**src/rtl/aes_round_key_store.sv**
```systemverilog
// -----------------------------------------------------------------------------
// aes_round_key_store
//
// Drives an AES-256 key schedule one round at a time and collects every 128-bit
// round key into a small key file, so the cipher datapath can read any round
// key at random without waiting on expansion.
//
// Ports
//   clk_i        clock, rising edge
//   rst_n        asynchronous active-low reset
//   start_i      1-cycle pulse: latch key_i and begin expansion (idle/done/err only)
//   key_i        256-bit cipher key, sampled on an accepted start_i
//   ks_key_o     latched cipher key presented to the key schedule
//   ks_en_o      round request to the key schedule (held while waiting)
//   ks_round_o   round index being requested
//   ks_ready_i   key schedule has finished the requested round
//   ks_rkey_i    round key from the key schedule (valid the cycle after ready)
//   rd_idx_i     key file read index
//   rd_key_o     key file[rd_idx_i], combinational; 0 for indices past the end
//   keys_valid_o all round keys captured for the current cipher key
//   busy_o       expansion in progress
//   done_o       single-cycle pulse on capture of the last round key
//   err_o        sticky timeout flag, cleared by the next accepted start_i
// -----------------------------------------------------------------------------
module aes_round_key_store #(
  parameter int NUM_KEYS = 15,
  parameter int TIMEOUT  = 64
) (
  input  logic         clk_i,
  input  logic         rst_n,
  input  logic         start_i,
  input  logic [255:0] key_i,
  output logic [255:0] ks_key_o,
  output logic         ks_en_o,
  output logic [3:0]   ks_round_o,
  input  logic         ks_ready_i,
  input  logic [127:0] ks_rkey_i,
  input  logic [3:0]   rd_idx_i,
  output logic [127:0] rd_key_o,
  output logic         keys_valid_o,
  output logic         busy_o,
  output logic         done_o,
  output logic         err_o
);

  localparam int WW = $clog2(TIMEOUT + 1);
  localparam logic [3:0]    LAST_ROUND = 4'(NUM_KEYS - 1);
  localparam logic [WW-1:0] WAIT_LAST  = WW'(TIMEOUT - 1);

  typedef enum logic [2:0] {IDLE, REQ, CAPT, DONE, ERR} state_e;

  state_e        state_q, state_d;
  logic [3:0]    round_q, round_d;
  logic [WW-1:0] wait_q,  wait_d;
  logic [255:0]  key_q,   key_d;
  logic          kf_we;
  logic [127:0]  kf_q [NUM_KEYS];

  // Next-state logic
  always_comb begin
    state_d = state_q;
    round_d = round_q;
    wait_d  = wait_q;
    key_d   = key_q;
    kf_we   = 1'b0;
    unique case (state_q)
      IDLE, DONE, ERR: begin
        if (start_i) begin
          key_d   = key_i;
          round_d = '0;
          wait_d  = '0;
          state_d = REQ;
        end
      end
      REQ: begin
        if (ks_ready_i) begin
          wait_d  = '0;
          state_d = CAPT;
        end else if (wait_q == WAIT_LAST) begin
          // TIMEOUT cycles spent in REQ without a ready
          wait_d  = '0;
          state_d = ERR;
        end else begin
          wait_d = wait_q + 1'b1;
        end
      end
      CAPT: begin
        // Schedule output settles one cycle after ready, so capture here.
        kf_we = 1'b1;
        if (round_q == LAST_ROUND) begin
          state_d = DONE;
        end else begin
          round_d = round_q + 1'b1;
          state_d = REQ;
        end
      end
      default: state_d = IDLE;
    endcase
  end

  always_ff @(posedge clk_i or negedge rst_n) begin
    if (!rst_n) begin
      state_q <= IDLE;
      round_q <= '0;
      wait_q  <= '0;
      key_q   <= '0;
    end else begin
      state_q <= state_d;
      round_q <= round_d;
      wait_q  <= wait_d;
      key_q   <= key_d;
    end
  end

  // Key file: cleared on reset, so it cannot map onto block RAM.
  for (genvar gi = 0; gi < NUM_KEYS; gi++) begin : g_kf
    always_ff @(posedge clk_i or negedge rst_n) begin
      if (!rst_n) begin
        kf_q[gi] <= '0;
      end else if (kf_we && (round_q == 4'(gi))) begin
        kf_q[gi] <= ks_rkey_i;
      end
    end
  end

  // Read mux; indices past the last entry fall through to zero.
  always_comb begin
    rd_key_o = '0;
    for (int i = 0; i < NUM_KEYS; i++) begin
      if (rd_idx_i == 4'(i)) rd_key_o = kf_q[i];
    end
  end

  assign ks_key_o     = key_q;
  assign ks_en_o      = (state_q == REQ);
  assign ks_round_o   = round_q;
  assign keys_valid_o = (state_q == DONE);
  assign busy_o       = (state_q == REQ) || (state_q == CAPT);
  assign done_o       = (state_q == CAPT) && (round_q == LAST_ROUND);
  assign err_o        = (state_q == ERR);

endmodule

```
**config.mk**
```make
export PLATFORM = sky130hd
export DESIGN_NAME = aes_round_key_store
export DESIGN_NICKNAME = d
export VERILOG_FILES = /design/src/rtl/aes_round_key_store.sv
export SDC_FILE = /design/constraint.sdc
export NUM_CORES = 2
export LEC_CHECK = 0
export CORE_UTILIZATION = 40
export CTS_BUF_LIST = sky130_fd_sc_hd__clkbuf_16
export DETAILED_ROUTE_END_ITERATION = 8
export PLACE_DENSITY = 0.67
export SYNTH_ARGS = -nofsm -noshare
export SYNTH_HDL_FRONTEND = slang
export SYNTH_SLANG_ARGS = --single-unit
```
**constraint.sdc**
```tcl
create_clock -name clk_i -period 3.6 [get_ports clk_i]
set_input_delay 0.54 -clock clk_i [delete_from_list [all_inputs] [get_ports clk_i]]
set_output_delay 0.54 -clock clk_i [all_outputs]
set_load 0.02 [all_outputs]
```
* Word level (Yosys, flattened, before mapping)
Index checks and enable logic that the tools add are counted.
** Operators by class
- Reductions and logical operators :: 27
- $add $sub $neg :: 2
- Multiplexer cells :: 28
- Eq/ne operators :: 36
** Operators with widths (number)
- 128-bit two-way mux :: 15
- 4-bit equality test (second input constant) :: 14
- 4-bit by 3-bit equality test with 1-bit output (second input constant) :: 8
- 7-bit two-way mux :: 3
- 4-bit by 2-bit equality test with 1-bit output (second input constant) :: 4
- 1-bit logical AND :: 16
- 7-bit one-hot mux with 2 select lines :: 1
- 3-bit two-way mux :: 3
- 3-bit one-hot mux with 3 select lines :: 1
- 4-bit by 1-bit equality test with 1-bit output (second input constant) :: 2
- 4-bit logical NOT :: 2
- 4-bit two-way mux :: 2
- 4-bit one-hot mux with 2 select lines :: 1
- 7-bit by 1-bit adder with 7-bit output (second input constant) :: 1
- 7-bit by 6-bit equality test with 1-bit output (second input constant) :: 1
- 3-bit by 2-bit equality test with 1-bit output (second input constant) :: 2
- 2-bit AND reduction :: 3
- 4-bit by 1-bit adder with 4-bit output (second input constant) :: 1
- 2-bit != test (second input constant) :: 2
- 2-bit nonzero test :: 2
- 3-bit by 1-bit equality test with 1-bit output (second input constant) :: 1
- 3-bit equality test (second input constant) :: 1
- 3-bit logical NOT :: 1
- 3-bit by 1-bit != test with 1-bit output (second input constant) :: 1
- 5 further kinds :: 5
** Word-level totals
- Output and inout port bits :: 393
- Register bits after elaboration :: 2190
- Logic and storage cells :: 112
- Input port bits :: 392

* Depth between registers and ports, before layout
- Depth after elaboration :: 16
- Depth in mapped cells :: 10
- Depth with buffers taken out :: 6

* Least setup slack after synthesis
Ideal clock, no wire load.
- Path type :: input port to output port
- Start :: in rd_idx_i[1]
- End :: out rd_key_o[2]
- Path slack :: 652 ps
- Data required time :: 3060 ps
- Stages on the path :: 9
- Arrival :: 2408 ps
- Buffers on the path :: 4
- Cell sequence :: buf_6 -> buf_6 -> buf_6 -> buf_4 -> nor3_2 -> nand2_1 -> a31oi_1 -> a21oi_1 -> o311ai_0
** Between the ends
- Longest elaborated chain between the ends :: 16
- Elaborated cells between the ends (all ways) :: 30
- Classes of those cells :: eq/ne: 14; mux: 15; reduce/logical: 1
** RTL lines
- start: declaration :: line 38 : input logic [3:0] rd_idx_i,
- 4-bit logical NOT :: line 130 : if (rd_idx_i == 4'(i)) rd_key_o = kf_q[i];
- 128-bit two-way mux (14 in series) :: line 130
- 128-bit two-way mux * :: line 130
- end: declaration :: line 39 : output logic [127:0] rd_key_o,
Mark *: on every way between the ends. The rest lies on a longest branch, timed or not.

* Worst setup path in the final report
- Start :: in rd_idx_i[0]
- End :: out rd_key_o[112]
Same word-level chain as after synthesis.

==> metrics.md <==
| Metric | Value |
|---|---|
| CTS clk-pin slew, worst paths | 60 ps |
| Seq/Total Area, Yosys | 55.11% |
| Post-route minimum period | 3596 ps |
| Initial antenna violation count | 84 |
| Slew HR | 29.79% |
| Initial core utilization | 40.32% |
| Die Wd | 500.6 µm |
| I/O pin cnt | 785 |
| GR Util met3 | 7.475% |
| Adder-Cell Fraction of Synth Area | 0.06291% |
| # nets final | 9,304 |
| Measured slew at the worst slew-check pin | 1044 ps |
| TritonCTS clock tree | built |
| Synth Area in Compound Gates | 9.784% |
| WHS | 144.0 ps |
| Global route overflow | 0 |
| Post-synth ARST share | 100.0% |
| Post-synth EDFFs | 0 |
| DR pass1 iterations | 6 |
| Slowest-stage cell, CP | buf_4 |
| Vias | 74,039 |
| Htree depth | 4 |
| R2r startpoint | state_q[1] |
| Met2 global-route usage | 47.53% |
| Cts bufs inserted | 231 |
| DRC viols | 0 |
| Post-synthesis mux area share | 23.93% |
| Fin crit share | 99.88% |
| Post-synth top flop | dfrtp_1 |
| Peak per-stage delay on the critical path | 350 ps |
| Syn nets | 8,569 |
| Yosys cell types | 77 |
| Max VDD drop | 0.5591 mV |
| XOR/XNOR share of the synthesized area | 0.02642% |
| Final Max Tran Viols | 0 |
| CTS root buf | clkbuf_16 |
| IO buf count | 784 |
| Clock sink total | 2,190 |
| GR Util All Layers | 30.62% |
| Final antenna-violating net count | 0 |
| Vias per cell | 5.952 |
| Synthesized flop and latch total | 2,190 |
| Total leakage power | 0.05272 µW |
| Drt total wl | 389.6 mm |
| Vias in the first global route | 74,791 |
| Critical path required time | 3060 ps |
| Hold Fails Final Rpt | 0 |
| Synthesis-to-layout area growth | 21.61% |
| Final setup margin | 4.329 ps |
| Post-DP HPWL | 259.0 mm |
| Critical Path Source Type | input pin |
| Synth Area per Inst | 12.17 µm² |
| Placed cells | 11,982 |
| Die area | 250,600 µm² |
| Crit path buffers/inverters | 6 |
| 1st-iter DRT viols | 7,113 |
| Drt wl/cell | 31.32 µm |
| CP max FO | 19 |
| Power Density | 641.1 nW/µm² |
| FP Rows | 182 |
| Synth Warn # | 0 |
| Met1 usage | 40.56% |
| Worst slack at placement | -239.9 ps |
| Critical path arrival | 3060 ps |
| Fmax achieved | 278.1 MHz |
| Hold wc startpoint | key_i[220] |
| Design Power | 77,530 µW |
| Worst setup EP type | primary output |
| Status | finished clean |
| Post-synthesis simple-gate area fraction | 6.968% |
| Crit path top cell by count | buf_4 |
| Setup CP Type | in2out |
| Cells after Synth | 8,172 |
| Hold Path Class | in2reg |
| First-pass GRT wire length | 554.8 mm |
| Layer carrying the most global-route usage | met2 |
| CTS Buffer Depth | 3 |
| Final setup violation count | 0 |
| RePlAce Congestion | 0.9623 |
| Share of layout cells above drive strength 1 | 31.75% |
| Main combinational cell family by area after synthesis | multiplexers |
| Max-capacitance violation count | 0 |
| Largest net degree at the start of global routing | 140 |
| Crit path from | rd_idx_i[0] |
| Setup TNS | 0 ps |
| CP delay by family, top | buffers and inverters |
| Die Height | 500.6 µm |
| Worst-Skew Late Latency | 930 ps |
| Post-synthesis cell area | 99,440 µm² |
| Clk_skew | 58.11 ps |
| Finished Layout Cells | 12,440 |
| CP Cell Sequence | buf_8, buf_12, and2_1, buf_4, buf_4, a22oi_1, o221ai_1, o211ai_1, a22oi_2, buf_4, buf_12 |
| Area of the core | 246,600 µm² |
[through the flow]
| stage | utilization, % | instance area, µm² |
|---|---|---|
| 2_1_floorplan | - | 99440 |
| 3_3_place_gp | 45.92 | 113200 |
| 3_5_place_dp | 45.92 | 113200 |
| 4_1_cts | 48.96 | 120700 |
| 5_1_grt | 49.02 | 120900 |
| 6_report | 49.04 | 120900 |
[power breakdown]
part | leakage [µW] | internal (µW) | total [µW] | switching [µW]
sequential | 0.0260 | 30200 | 33200 | 2980
combinational | 0.0229 | 9750 | 20900 | 11100
clock | 0.00381 | 13000 | 23500 | 10500
[metal layers]
metal / vias up / wire (µm)
met5: - / 227
met4: 34 / 18800
met3: 932 / 35840
met2: 3767 / 177200
met1: 38560 / 157500
li1: 30746 / -
[worst min-delay path, delay by kind of cell]
| family | cells | cell delay [ps] |
|---|---|---|
| and+or+nand+nor | 2 | 90 |
| buffers and inverters | 1 | 400 |
[final cells by class]
class | count | area (µm²)
antenna | 29 | 72.57
clock buffer | 232 | 5806
clock inverter | 193 | 1612
fill | 21415 | 125700
inverter | 7 | 40.04
multi-input combinational | 5230 | 41020
sequential | 2190 | 54800
tap | 3312 | 4144
timing repair buffer | 1247 | 13440
[state kept, by name (all words and copies together) (netlist names)]
name / flops
kf_q: 1920
ks_key_o: 256
ks_round_o: 4
state_q: 3
wait_q: 7
[worst paths after layout]
path                                  to  slack, ps  cells past startpoint
hold / removal             ks_key_o[220]        140                      3
setup / recovery           rd_key_o[112]          4                     11
hold reg to reg            ks_key_o[212]        470                      2
max in group asynchronous     kf_q[1532]       1970                      4
min in group asynchronous   ks_key_o[79]        190                      2
setup reg to reg              kf_q[1008]        640                      5
[cell usage after synthesis (36+ instances only)]
cell	instances	share of area, %
a21o_1	55	0.42
a22oi_1	100	0.75
buf_2	286	1.4
o21ai_0	248	1.2
nand2_1	1334	5.0
o22ai_1	218	1.4
nor2b_1	52	0.33
nor3_1	37	0.19
dfrtp_1	2190	55
a211oi_1	39	0.29
a21oi_1	240	1.2
nor2_1	163	0.62
mux4_2	41	0.93
o211ai_1	61	0.46
buf_6	100	1.1
mux2_2	1903	22
buf_4	44	0.33
a2bb2oi_1	37	0.33
a221oi_1	57	0.50
a221o_1	36	0.36
mux2i_1	117	1.2
o221ai_1	77	0.68
clkbuf_1	302	1.1
[what timing repair did]
item,in CTS,in global routing
hold buffers,1,0
endpoints found under the setup margin,27,21
gates resized for setup,42,23
endpoints found under the hold margin,460,0
buffers inserted,0,2
pin swaps,1,3
cloned,0,1
[cells by family after synthesis]
group	after synthesis
compound gates	1442
xor+xnor	3
fa+ha+maj	5
buf+inv	752
flops	2190
mux	2085
simple gates	1695
[cell usage in the layout (no fill, tap or decap), types with 31 or more instances in the layout]
cell	instances
o22ai_1	218
clkinv_1	64
o221ai_1	77
a21o_1	55
nor3_1	35
o21a_1	33
clkdlybuf4s50_1	669
a21oi_1	239
nor2b_1	47
a2bb2oi_1	36
buf_4	369
o21ai_0	248
a221o_1	36
dfrtp_1	2190
a211oi_1	39
clkinv_2	31
o211ai_1	61
nor2_1	157
a221oi_1	57
mux2i_1	117
a22oi_1	99
clkbuf_16	233
nand2_1	1332
inv_1	60
mux4_2	41
o2bb2ai_1	34
buf_12	182
mux2_2	1903
No activity file was read; power rests on OpenSTA's default activity.
